### config.mk
export PLATFORM = sky130hd
export DESIGN_NAME = step_timer_bank
export DESIGN_NICKNAME = d
export VERILOG_FILES = /design/src/rtl/step_timer_bank.sv
export SDC_FILE = /design/constraint.sdc
export NUM_CORES = 1
export LEC_CHECK = 0
export ABC_CLOCK_PERIOD_IN_PS = 1900
export CAP_MARGIN = 20
export CORE_UTILIZATION = 46
export CTS_CLUSTER_SIZE = 28
export DETAILED_ROUTE_END_ITERATION = 8
export PLACE_DENSITY = 0.77
export SYNTH_ARGS = -nofsm -noshare
export SYNTH_HDL_FRONTEND = slang
export SYNTH_SLANG_ARGS = --single-unit
### constraint.sdc
create_clock -name clk -period 1.9 [get_ports clk]
set_input_delay 0.475 -clock clk [delete_from_list [all_inputs] [get_ports clk]]
set_output_delay 0.475 -clock clk [all_outputs]
set_load 0.005 [all_outputs]
### src/rtl/step_timer_bank.sv
// step_timer_bank: a bank of independent down-counter timers for microstepper
// step timing. Each channel loads a count and decrements it to zero. On the
// terminal cycle it emits a one-cycle done pulse. A channel can run one-shot
// or auto-reload, and supports hold (pause) and abort.
//
// Per-channel state table:
//   state   | meaning
//   --------+-----------------------------------------------------------
//   ST_IDLE | not armed; counter holds its value, done stays low
//   ST_RUN  | armed; counting down, or frozen while hold is asserted
//
// Priority on each edge, highest first:
//   abort > start > hold > decrement > terminal.
// On the terminal cycle the counter is already 0. The channel raises done,
// then either reloads (periodic) or returns to idle (one-shot).
module step_timer_bank #(
  parameter int WIDTH    = 10,
  parameter int CHANNELS = 2
) (
  input  logic                      clk,
  input  logic                      resetn,
  input  logic [CHANNELS-1:0]       start_enable,
  input  logic [CHANNELS*WIDTH-1:0] start_time,
  input  logic [CHANNELS-1:0]       periodic,
  input  logic [CHANNELS-1:0]       hold,
  input  logic [CHANNELS-1:0]       abort,
  output logic [CHANNELS*WIDTH-1:0] timer,
  output logic [CHANNELS-1:0]       busy,
  output logic [CHANNELS-1:0]       done,
  output logic                      any_done
);

  typedef enum logic {
    ST_IDLE = 1'b0,
    ST_RUN  = 1'b1
  } state_t;

  state_t            r_state      [CHANNELS];
  state_t            w_state_nxt  [CHANNELS];
  logic [WIDTH-1:0]  r_count      [CHANNELS];
  logic [WIDTH-1:0]  w_count_nxt  [CHANNELS];
  logic [WIDTH-1:0]  r_reload     [CHANNELS];
  logic [WIDTH-1:0]  w_reload_nxt [CHANNELS];
  logic [CHANNELS-1:0] r_mode;
  logic [CHANNELS-1:0] w_mode_nxt;
  logic [CHANNELS-1:0] r_done;
  logic [CHANNELS-1:0] w_done_nxt;

  // Next-state logic for every channel; hold leaves all state untouched
  always_comb begin
    w_state_nxt  = r_state;
    w_count_nxt  = r_count;
    w_reload_nxt = r_reload;
    w_mode_nxt   = r_mode;
    w_done_nxt   = '0;
    for (int i = 0; i < CHANNELS; i++) begin
      if (abort[i]) begin
        w_state_nxt[i] = ST_IDLE;
        w_count_nxt[i] = '0;
      end else if (start_enable[i]) begin
        w_state_nxt[i]  = ST_RUN;
        w_count_nxt[i]  = start_time[i*WIDTH +: WIDTH];
        w_reload_nxt[i] = start_time[i*WIDTH +: WIDTH];
        w_mode_nxt[i]   = periodic[i];
      end else if (r_state[i] == ST_RUN) begin
        if (!hold[i]) begin
          if (r_count[i] != '0) begin
            w_count_nxt[i] = r_count[i] - WIDTH'(1);
          end else begin
            // Terminal cycle: the counter is already 0
            w_done_nxt[i] = 1'b1;
            if (r_mode[i]) begin
              w_count_nxt[i] = r_reload[i];
            end else begin
              w_state_nxt[i] = ST_IDLE;
            end
          end
        end
      end
    end
  end

  // Per-channel state registers, cleared asynchronously
  always_ff @(posedge clk or negedge resetn) begin
    if (!resetn) begin
      for (int i = 0; i < CHANNELS; i++) begin
        r_state[i]  <= ST_IDLE;
        r_count[i]  <= '0;
        r_reload[i] <= '0;
      end
      r_mode <= '0;
      r_done <= '0;
    end else begin
      r_state  <= w_state_nxt;
      r_count  <= w_count_nxt;
      r_reload <= w_reload_nxt;
      r_mode   <= w_mode_nxt;
      r_done   <= w_done_nxt;
    end
  end

  // Pack the counter registers straight onto the outputs, with no extra latency
  always_comb begin
    timer = '0;
    busy  = '0;
    for (int i = 0; i < CHANNELS; i++) begin
      timer[i*WIDTH +: WIDTH] = r_count[i];
      busy[i]                 = (r_state[i] == ST_RUN);
    end
  end

  assign done     = r_done;
  assign any_done = |r_done;

endmodule

==> results.md <==
- Outcome: completed
- Hpwl dp: 5.358 mm
- Starting density of the core: 48.31%
- Drt initial violations: 167
- Die height: 75.70 µm
- Seq cells post-synth: 46
- Final Slew Violations: 0
- Post-synthesis sequential area ratio: 46.07%
- FF-to-FF End: timer[13]$_DFFE_PN0P_
- Fin. Hold Viols: 0
- CTS Root Cell: clkbuf_8
- Initial antenna violation count: 0
- Via count: 2645
- Mapped Cells: 290
- Top-level port count: 55
- Worst setup EP type: flip-flop
- Grt met3 use: 4.365%
- Post-synthesis net count: between 300 and 400
- Detail Route Antenna Nets: 0
- CORE AREA: 5172 µm²
- Tcrit/Tclk final: around 100%
- Pre-Repair DR Iteration Count: 5
- Top Usage Layer GRT: met2
- Max-slew headroom: 63.81%
- Via density per instance: 5.628
- Total placed instance area: roughly 3500 µm²
- Reg2Reg Depth: 5
- Finish-stage setup viols: 0
- Antenna cells: 0
- DRC viols: 0
- Min Tclk post-route: ~1.9 ns
- Most used DFF post-synth: dfrtp_1
- CTS Sinks: 46
- Avg Cell Area, Syn: approximately 8.6 µm²
- Finished Cell Area: 3659 µm²
- Mapped Area: 2499 µm²
- Setup TNS: 0 ns
- CP arrival: roughly 2.1 ns
- H-Tree Level Count: 2
- Commonest non-fill, non-tap cell in the layout: nand2_1
- Most frequent cells in the layout: 78 x nand2_1, 55 x buf_4, 52 x clkdlybuf4s50_1
- Bufs on Longest Clock Path: 2
- Startpoint Class: flip-flop
- Max-cap violation count: 0
- Final Skew: 0.01293 ns
- Vias in the first global route: about 2600
- First-pass GRT wire length: around 12 mm
- Pleak: around 1.7 nW
- R2R setup slack: 0.007 ns
- Row count: 26
- Crit Path Class: reg -> reg
- Most area-consuming cells after synthesis: dfrtp_1 46%, nand2_1 12%, nor2_1 4.1%
- Syn. warnings: 0
- DIE WIDTH: 75.70 µm
- Worst Max-Slew Pin Slew: 0.5428 ns
- CTS clk-pin slew, worst paths: 0.09 ns
- Die area: 5730 µm²
- Setup repair after global routing missed its margin: true
- Max IR drop VDD: ~0.6 mV
- Port buffer count: 54
- Nets: 431
- GP Congestion: 0.9248
- Unique masters post-synth: 50
- Yosys top cell area share: 46.07%
- Hold_buf cts: 0
- Critical-path maximum fanout: 5
- Synth async-reset ratio: 100.0%
- Critical path data required time: 2.09 ns
- Total Wirelength: approximately 7.0 mm
- Grt met1 use: 30.56%
- Grt met2 use: 50.79%
- Post-synth EDFFs: 0
- GRT Total Usage: 27.23%
- Worst-Skew Late Latency: 0.30 ns
- FF-to-FF Start: timer[16]$_DFFE_PN0P_
- CTS tree: yes
- Area Growth Syn to Fin: 46.42%
- P per Cell Area: about 820 nW/µm²
- TritonCTS Buffers: 5
- Layout cells sized above 1: a little over a fifth
- Min-delay worst type: in -> async
- Mean routed wirelength per cell: 14.88 µm
- Largest net degree at the start of global routing: 25
- GRT overflow: 0
- Fmax: 528.3 MHz
- Yosys top cell by area: dfrtp_1
worst max path at each step:
stage	startpoint	end	slack, ns	depth (start not counted)
2_1_floorplan	timer[19]$_DFFE_PN0P_	timer[13]$_DFFE_PN0P_	-0.04	6
3_3_place_gp	abort[0]	timer[3]$_DFFE_PN0P_	-0.11	6
3_5_place_dp	abort[0]	timer[3]$_DFFE_PN0P_	-0.16	6
4_1_cts	timer[16]$_DFFE_PN0P_	timer[15]$_DFFE_PN0P_	0.009	6
5_1_grt	timer[16]$_DFFE_PN0P_	timer[13]$_DFFE_PN0P_	-0.05	5
6_report	timer[16]$_DFFE_PN0P_	timer[13]$_DFFE_PN0P_	0.007	5
where the power goes:
part	internal (W)	switching, W
clock network	0.000387	0.000336
registers	0.00110	0.0000884
logic	0.000566	0.000525
total	0.00205	0.000949
flip-flops by register name (all words and copies together) (netlist names):
register,cells
timer,20
done,2
r_mode,2
busy,2
r_reload,20
kinds of logic after synthesis:
logic type / share of synthesized area, %
and+or+nand+nor: 29.09
xor gates and xnor gates: 1.052
muxes: 0.4506
buffers and inverters: 2.403
DFF: 46.07
adders and majority gates: 1.001
AOI/OAI and AO/OA: 19.93
stage by stage:
| stage | setup WS (ns) | hold WS [ns] | util [%] | std cells | power [W] |
|---|---|---|---|---|---|
| final | 0.006971 | 0.1439 | 70.73 | 470 | 0.003000 |
| after global routing | -0.05400 | 0.1837 | 70.73 | 470 | 0.003176 |
| after CTS | 0.008551 | 0.1555 | 69.91 | 469 | 0.002984 |
| after detailed placement | -0.1631 | 0.4623 | 67.90 | 462 | 0.002264 |
| after global placement | -0.1129 | 0.4524 | 67.90 | 462 | 0.002237 |
| after floorplan | -0.03918 | 0.1794 | - | 290 | 0.001708 |
worst max-delay path: stages (launching register included):
cell and delay, ns:
dfrtp_1 0.39, or4_4 0.59, nor4b_4 0.31, o21a_4 0.20
a2111oi_2 0.04, a221o_1 0.26
per-layer routing:
layer | up-vias | wire length [µm]
li1 | 1254 | -
met1 | 1281 | 2851
met2 | 102 | 3677
met3 | 8 | 362
met4 | 0 | 101
met5 | - | 0
what timing repair did:
action,in CTS,in global routing
endpoints found under the hold margin,0,0
setup endpoints to repair,4,13
setup buffers,0,1
resized for setup,2,8
pin swaps,3,0
Yosys cell counts, drive strengths merged, types with 2 or more instances:
cell / count
nor3: 14
or3: 5
a2111oi: 3
o311ai: 2
and2: 2
a22o: 5
nor4: 4
buf: 3
xnor2: 3
ha: 2
nand2b: 4
nand2: 78
a21oi: 12
nor2: 27
inv: 6
or2: 4
o211ai: 4
o31ai: 3
or4: 3
nor3b: 2
nor2b: 4
a221o: 2
nand3: 3
a31oi: 7
clkbuf: 6
a22oi: 2
dfrtp: 46
o21ai: 15
o41ai: 4
layout make-up:
type                       instances  area (µm²)
sequential                        46        1151
clock inverter                     3       40.04
tap                               70       87.58
inverter                           6       22.52
multi-input combinational        229        1319
fill                             416        1514
clock buffer                       5       68.82
timing repair buffer             111       969.7
Note: power is estimated with default switching activity, not from simulation.
